<file path="config.mk">
export PLATFORM = sky130hd
export DESIGN_NAME = seq_chk_lane
export DESIGN_NICKNAME = d
export VERILOG_FILES = /design/src/rtl/seq_combo_checker_pkg.sv /design/src/rtl/seq_combo_checker_lane.sv
export SDC_FILE = /design/constraint.sdc
export NUM_CORES = 1
export LEC_CHECK = 0
export ABC_CLOCK_PERIOD_IN_PS = 5950
export BUFFER_PORTS_ARGS = -buffer_cell sky130_fd_sc_hd__buf_4
export CORE_MARGIN = 3
export CORE_UTILIZATION = 25
export CTS_CLUSTER_SIZE = 8
export DETAILED_ROUTE_END_ITERATION = 6
export PLACE_DENSITY = 0.44
export SLEW_MARGIN = 20
export SYNTH_ARGS = -nofsm -noshare
export SYNTH_HDL_FRONTEND = slang
export SYNTH_SLANG_ARGS = --single-unit
</file>
<file path="constraint.sdc">
create_clock -name clk -period 5.95 [get_ports clk]
set_clock_uncertainty 0.1 [all_clocks]
set_input_delay 0.595 -clock clk [delete_from_list [all_inputs] [get_ports clk]]
set_output_delay 0.595 -clock clk [all_outputs]
set_load 0.01 [all_outputs]
</file>
<file path="src/rtl/seq_combo_checker_pkg.sv">
// Shared types and window-bound helpers for the composed-sequence checker.
// Lanes derive their own bounds from these helpers because the delays are per-instance parameters.
package seq_chk_pkg;

   typedef enum logic [1:0] {
      MODE_OR    = 2'd0,
      MODE_AND   = 2'd1,
      MODE_ISECT = 2'd2,
      MODE_RSVD  = 2'd3
   } mode_e;

   typedef enum logic {
      IDLE = 1'b0,
      WAIT = 1'b1
   } lane_state_e;

   localparam int unsigned K_W = 8;

   function automatic int unsigned win_lo(input int unsigned bmin, input int unsigned cmin);
      return (bmin > cmin) ? bmin : cmin;
   endfunction

   function automatic int unsigned win_hi(input int unsigned bmax, input int unsigned cmax);
      return (bmax < cmax) ? bmax : cmax;
   endfunction

   function automatic int unsigned win_max(input int unsigned bmax, input int unsigned cmax);
      return (bmax > cmax) ? bmax : cmax;
   endfunction

   localparam int unsigned DEF_B_MIN = 1;
   localparam int unsigned DEF_B_MAX = 5;
   localparam int unsigned DEF_C_MIN = 1;
   localparam int unsigned DEF_C_MAX = 2;
   localparam int unsigned DEF_LO    = win_lo(DEF_B_MIN, DEF_C_MIN);
   localparam int unsigned DEF_HI    = win_hi(DEF_B_MAX, DEF_C_MAX);
   localparam int unsigned DEF_MAXW  = win_max(DEF_B_MAX, DEF_C_MAX);

endpackage

</file>
<file path="src/rtl/seq_combo_checker_lane.sv">
// One checker channel: IDLE/WAIT FSM, offset counter k, hit latches and registered outcome pulses.
module seq_chk_lane
   import seq_chk_pkg::*;
#(
   parameter int unsigned B_MIN = 1,
   parameter int unsigned B_MAX = 5,
   parameter int unsigned C_MIN = 1,
   parameter int unsigned C_MAX = 2
) (
   input  logic       clk,
   input  logic       rst,
   input  logic       i_rose,
   input  logic [1:0] i_mode,
   input  logic       i_b,
   input  logic       i_c,
   output logic       o_busy,
   output logic       o_match,
   output logic       o_fail,
   output logic       o_drop,
   output logic       o_cfg_err
);

   localparam int unsigned LO   = win_lo(B_MIN, C_MIN);
   localparam int unsigned HI   = win_hi(B_MAX, C_MAX);
   localparam int unsigned MAXW = win_max(B_MAX, C_MAX);
   localparam bit          ISECT_EMPTY = (LO > HI);

   localparam logic [K_W-1:0] KB_MIN = K_W'(B_MIN);
   localparam logic [K_W-1:0] KB_MAX = K_W'(B_MAX);
   localparam logic [K_W-1:0] KC_MIN = K_W'(C_MIN);
   localparam logic [K_W-1:0] KC_MAX = K_W'(C_MAX);
   localparam logic [K_W-1:0] K_LO   = K_W'(LO);
   localparam logic [K_W-1:0] K_HI   = K_W'(HI);
   localparam logic [K_W-1:0] K_MAXW = K_W'(MAXW);

   lane_state_e    r_state;
   mode_e          r_mode;
   logic [K_W-1:0] r_k;
   logic           r_b_hit, r_c_hit;
   logic           r_busy, r_match, r_fail, r_drop, r_cfg;

   logic w_bh, w_ch, w_bl, w_cl, w_match_now, w_fail_now;

   always_comb begin
      w_bh        = i_b && (r_k >= KB_MIN) && (r_k <= KB_MAX);
      w_ch        = i_c && (r_k >= KC_MIN) && (r_k <= KC_MAX);
      w_bl        = r_b_hit | w_bh;
      w_cl        = r_c_hit | w_ch;
      w_match_now = 1'b0;
      w_fail_now  = 1'b0;
      // match is resolved first in every mode so the two outcomes stay exclusive
      case (r_mode)
         MODE_OR: begin
            if (w_bl || w_cl)         w_match_now = 1'b1;
            else if (r_k == K_MAXW)   w_fail_now  = 1'b1;
         end
         MODE_AND: begin
            if (w_bl && w_cl)         w_match_now = 1'b1;
            else if ((r_k == KB_MAX && !w_bl) || (r_k == KC_MAX && !w_cl))
                                      w_fail_now  = 1'b1;
         end
         MODE_ISECT: begin
            if (ISECT_EMPTY)          w_fail_now  = 1'b1;
            else if (i_b && i_c && (r_k >= K_LO) && (r_k <= K_HI))
                                      w_match_now = 1'b1;
            else if (r_k == K_HI)     w_fail_now  = 1'b1;
         end
         default:                     w_fail_now  = 1'b1;
      endcase
   end

   always_ff @(posedge clk) begin
      if (rst) begin
         r_state <= IDLE;
         r_mode  <= MODE_OR;
         r_k     <= '0;
         r_b_hit <= 1'b0;
         r_c_hit <= 1'b0;
         r_busy  <= 1'b0;
         r_match <= 1'b0;
         r_fail  <= 1'b0;
         r_drop  <= 1'b0;
         r_cfg   <= 1'b0;
      end else begin
         r_match <= 1'b0;
         r_fail  <= 1'b0;
         r_drop  <= 1'b0;
         r_cfg   <= 1'b0;
         case (r_state)
            IDLE: begin
               if (i_rose) begin
                  if (mode_e'(i_mode) == MODE_RSVD) begin
                     r_cfg <= 1'b1;
                  end else begin
                     r_state <= WAIT;
                     r_mode  <= mode_e'(i_mode);
                     r_k     <= K_W'(1);
                     r_b_hit <= 1'b0;
                     r_c_hit <= 1'b0;
                     r_busy  <= 1'b1;
                  end
               end
            end
            WAIT: begin
               r_drop <= i_rose;
               if (w_match_now || w_fail_now) begin
                  r_match <= w_match_now;
                  r_fail  <= w_fail_now & ~w_match_now;
                  r_state <= IDLE;
                  r_busy  <= 1'b0;
               end else begin
                  r_b_hit <= w_bl;
                  r_c_hit <= w_cl;
                  if (r_k != '1) r_k <= r_k + K_W'(1);
               end
            end
            default: r_state <= IDLE;
         endcase
      end
   end

   assign o_busy    = r_busy;
   assign o_match   = r_match;
   assign o_fail    = r_fail;
   assign o_drop    = r_drop;
   assign o_cfg_err = r_cfg;

endmodule

</file>
* Word level (Yosys, flattened, before mapping)
Index checks and enable logic that the tools add are counted.
** Storage, ports and cells
- Input bits :: 7
- Flip-flop bits (word level) :: 18
- Word-level logic and storage cells :: 87
- Output and inout bits :: 5
** Operators by class
- Reduce and logical (&&, ||, !) cells :: 23
- Equality and inequality tests :: 11
- Bitwise logic cells :: 8
- Add/sub/neg operators :: 1
- Multiplexer cells :: 31
- $lt $le $gt $ge :: 3
** Operators with widths (count)
- $mux W8 :: 4
- $mux W1 :: 20
- $pmux W8 S2 :: 1
- $logic_and A1 B1 Y1 :: 10
- $reduce_and A3 Y1 :: 3
- $add A8 B1 Y8 const B :: 1
- $eq A8 B2 Y1 const B :: 1
- $eq A8 B3 Y1 const B :: 1
- $ge A8 B1 Y1 const B :: 1
- $le A8 B2 Y1 const B :: 1
- $le A8 B3 Y1 const B :: 1
- $ne A8 B8 Y1 const B :: 1
- $pmux W1 S2 :: 4
- $ne A2 B2 Y1 const B :: 3
- $pmux W1 S3 :: 2
- $reduce_or A3 Y1 :: 2
- $not A1 Y1 :: 5
- $eq A2 B2 Y1 const B :: 2
- $ne A2 B1 Y1 const B :: 2
- $reduce_and A4 Y1 :: 1
- $logic_or A1 B1 Y1 :: 3
- $eq A2 B1 Y1 const B :: 1
- $logic_not A1 Y1 :: 2
- $logic_not A2 Y1 :: 1
- other kinds (3) :: 4

* Longest topological paths before layout
- Depth after elaboration :: 13
- Depth in mapped cells :: 10
- Mapped depth without buffers :: 9

* Worst setup path before layout
Ideal clock, no wire load.
- Kind :: register -> register
- Start point :: register r_k[1]
- End point :: register r_k[7]
- Slack :: 3296 ps
- Cell stages (with the launch flop) :: 11
- Data required time :: 5719 ps
- Setup time :: 131 ps
- Buffers on the path :: 1
- Arrival :: 2423 ps
- Cell sequence :: dfxtp_1 -> inv_1 -> ha_1 -> or4b_1 -> a41o_1 -> nand2_1 -> a31oi_2 -> o31a_1 -> buf_2 -> o311ai_1 -> o41ai_1
** On the way
- Longest elaborated chain between the ends :: 13
- Elaborated cells on any way between the ends :: 40
- Classes of those cells :: add/sub (1); order compare (3); eq/ne (5); mux (14); bitwise (2); reduce/logical (15)
** RTL lines
- start, declared :: RTL line seq_combo_checker_lane.sv:38 : logic [K_W-1:0] r_k;
- start signal, assigned :: RTL line seq_combo_checker_lane.sv:114 : if (r_k != '1) r_k <= r_k + K_W'(1);
- $ge A8 B1 Y1 :: RTL line seq_combo_checker_lane.sv:45, seq_combo_checker_lane.sv:46, seq_combo_checker_lane.sv:64
- $logic_and A1 B1 Y1, on equally long branches (2 in a row) :: RTL line seq_combo_checker_lane.sv:45, seq_combo_checker_lane.sv:46
- $or A1 B1 Y1, on equally long branches :: RTL line seq_combo_checker_lane.sv:47, seq_combo_checker_lane.sv:48
- $logic_not A1 Y1 :: RTL line seq_combo_checker_lane.sv:59 : else if ((r_k == KB_MAX && !w_bl) || (r_k == KC_MAX && !w_cl))
- $logic_and A1 B1 Y1 :: RTL line seq_combo_checker_lane.sv:59
- $logic_or A1 B1 Y1 :: RTL line seq_combo_checker_lane.sv:59
- $mux W1 :: RTL line seq_combo_checker_lane.sv:59
- $mux W1 :: RTL line seq_combo_checker_lane.sv:58 : if (w_bl && w_cl) w_match_now = 1'b1;
- $pmux W1 S3 :: RTL line seq_combo_checker_lane.sv:52 : case (r_mode)
- $logic_or A1 B1 Y1 :: RTL line seq_combo_checker_lane.sv:106 : if (w_match_now || w_fail_now) begin
- $ne A2 B2 Y1 (no line)
- $reduce_and A4 Y1 (no line)
Several ways; a longest one is shown, not always the timed one. The select of a mux whose other input is x is not followed.
A chain may end at the register's enable or synchronous reset.

* Final worst setup path
- Start point :: register r_k[1]
- End point :: register r_k[5]
Same word-level chain as after synthesis.

==> reports/qor_table.md <==
| Parameter | Value |
| --- | --- |
| Number of levels the H-tree was split into | 1 |
| Syn_area_per_cell | 8.02 sq um |
| Inserted Diodes | 0 |
| Final RePlAce weighted congestion | 0.759 |
| Fraction of layout instances using a drive strength above 1 | 15.6% |
| Fraction of the core area covered by cells at the end of the flow | 31.3% |
| Main area contributors after synthesis | dfxtp_1 36%, a21oi_1 5.0%, ha_1 5.0%, nand2_1 4.5%, nor2_1 4.2% |
| Post-synthesis share of cell area spent on and, or, nand and nor gates | 33.2% |
| Max_slew headroom | 58.9% |
| Achievable clock frequency | 344 MHz |
| Maximum number of pins on one net before global-route repair | 15 |
| Cell Rows | 22 |
| RSZ-0062 raised after global routing | false |
| DRT Pass-1 Iters | 4 |
| Clk root buf | clkbuf_8 |
| Average routed wire per standard cell | 12.5 um |
| Largest family of logic cells by synthesized area | simple AND/OR/NAND/NOR gates |
| Crit-path max FO | 14 |
| Buffers plus inverters on the worst setup path | 1 |
| Final Worst Setup Slack | 3.04 ns |
| Min-delay worst type | reg -> reg |
| Count of fill cells added during filler insertion | 426 |
| Count of final setup violators | 0 |
| Outcome | finished clean |
| Critical path endpoint category | register |
| Post-synth EDFFs | 0 |
| Initial core utilization | 26.6% |
| Fraction of the yosys area taken by sequential cells | 36.2% |
| Reg-to-reg setup timing slack | 3.04 ns |
| Leading cell type by number of instances after synthesis | dfxtp_1 |
| Compound-cell area share of the yosys netlist | 19.5% |
| Proportion of synthesized area in mux cells | 1.01% |
| Cell type group with the largest total delay on the critical path | simple AND/OR/NAND/NOR gates |
| Detailed Route Iter0 Violations | 22 |
| Syn Inst Count | 124 |
| Leakage power summed over all cells | 0.437 nW |
| Main flop type after synthesis | dfxtp_1 |
| Setup Fix Bufs, Post-CTS | 0 |
| Clock buffer count from CTS | 3 |
| Die footprint | 4770 sq um |
| Synth warn | 0 |
| Number of pins exceeding their max-slew limit in the final report | 0 |
| Slowest CP cell | or4b_1 |
| Boundary pin count | 12 |
| Clock latency on the worst-skew pair | 0.25 ns |
| Critical path class | reg -> reg |
| Data arrival time of the critical path | 2.96 ns |
| Growth of design area from synthesis to finish | 17.9% |
| Number of nets at the end of the flow | 147 |
| Global-route wire length before repair | 3860 um |
| Maximum clock path buffer count | 2 |
| Number of flip-flops and latches in the synthesized netlist | 18 |
| Residual overflow from global routing | 0 |
| Total wire length after detailed routing | 2290 um |
| Clock Sink Count | 18 |
| Least-Margin Pin Slew | 0.610 ns |
| Number of antenna violations at the first check in global routing | 0 |
| Number of library cell types mapped by synthesis | 36 |
| Stage delay of the slowest cell on the critical path | 0.50 ns |
| TritonCTS clock tree | yes |
| Top cell type by total area after synthesis | dfxtp_1 |
| Ratio of routed vias to standard cells | 5.00 |
| Fraction of registers with async set or reset after synthesis | 0% |
| Cell types with the highest counts after synthesis | 18 x dfxtp_1, 12 x nand2_1, 11 x nor2_1, 10 x a21oi_1, 8 x inv_1 |
| Synthesized-area fraction occupied by xor and xnor cells | 0% |
| Port Buffer Count | 11 |
| Post-route DRC | 0 |
| Number of vias after detailed routing | 915 |
| Core footprint | 3740 sq um |
| Die height | 69.1 um |
| Clk slew on worst S/H paths | 0.07 ns |
| Syn Nets | 135 |
| Data required time of the worst path | 6.00 ns |
| Chain of cells forming the critical path | inv_1 > ha_1 > or4b_1 > a41o_1 > nand2_1 > a31oi_2 > o31a_1 > or3_1 > mux2i_1 |
| Die X-Extent | 69.1 um |
| Worst setup timing slack at the placement stage | 3.03 ns |
| Remaining antenna violation count after routing | 0 |
| Share of the synthesized area in the top cell type | 36.2% |
| Final hold slack | 0.380 ns |
| Number of endpoints with negative hold slack in the final report | 0 |
| Overall power after layout | 275 uW |
| Power per cell area | 234 nW/um^2 |
| Adder and majority gate portion of the synthesized area | 5.03% |
| Dpl hpwl | 1690 um |
| Synthesized area | 995 sq um |
| Ratio of final minimum period to clock period | 48.8% |
| Hold buffer count at cts | 0 |
| Final TNS setup | 0 ns |
| Vias in the first global route | 920 |
| Global-route total usage across every layer | 9.61% |
| IR drop worst, VDD | 0.104 mV |
| Reported max-cap violation count | 0 |
| Time the worst path needs with I/O delays and setup | 2.91 ns |
| Kind of start point of the critical path | register |
| Post-CTS Resized | 0 |
-- layer usage --
layer / track usage [%] / up-vias / wire length (um)
met3: 2.62 / 2 / 96
met1: 11.2 / 422 / 1120
li1: - / 472 / -
met4: 3.25 / 0 / 17
met5: 0 / - / 0
met2: 16.8 / 19 / 1060
-- registers in the layout (all words and copies together) (netlist names) --
name,cells
o_fail,1
r_b_hit,1
r_mode,2
o_match,1
o_busy,1
r_c_hit,1
o_drop,1
o_cfg_err,1
r_state,1
r_k,8
-- worst paths after layout --
path,startpoint,end,depth (start not counted)
worst min register to register,r_b_hit,r_b_hit,2
worst max register to register,r_k[1],r_k[5],9
worst min-delay path,r_b_hit,r_b_hit,2
worst max-delay path,r_k[1],r_k[5],9
-- cell usage in the layout (no fill, tap or decap), types with 4 or more instances in the layout --
cell	netlist	layout
nor3_1	5	5
clkbuf_8	0	4
nand3_1	6	6
o21ai_0	5	5
nor2_1	11	11
or3_1	4	4
a21oi_1	10	10
nand2_1	12	12
dfxtp_1	18	18
nand2b_1	5	5
buf_4	1	11
ha_1	4	4
inv_1	8	8
-- worst register-to-register path, cell delays in order, from the launching register on --
cell,delay [ns]
dfxtp_1,0.41
inv_1,0.09
ha_1,0.22
or4b_1,0.50
a41o_1,0.26
nand2_1,0.08
a31oi_2,0.14
o31a_1,0.47
or3_1,0.41
mux2i_1,0.12
-- power breakdown --
group          switching (mW)  leakage, nW  internal, mW
Sequential            0.00508        0.146         0.125
Combinational          0.0260        0.262        0.0177
Clock                  0.0420       0.0288        0.0588
-- metrics by stage --
stage	cells	instance area, sq um
after floorplan	124	995
after global placement	179	1120
after detailed placement	179	1120
after CTS	183	1170
after global routing	183	1170
final	183	1170
-- kinds of logic after synthesis --
group           after synthesis
compound gates               28
fa+ha+maj                     4
buf+inv                      12
flops                        18
mux                           1
simple gates                 61
-- layout make-up --
class	count	area, sq um	share of cell area [%]
clock buffer	4	55.1	4.70
tap	48	60.1	5.12
multi-input combinational	94	584	49.8
sequential	18	360	30.7
inverter	8	30.0	2.56
timing repair buffer	11	82.6	7.04
No activity file was read; power rests on OpenSTA's default activity.
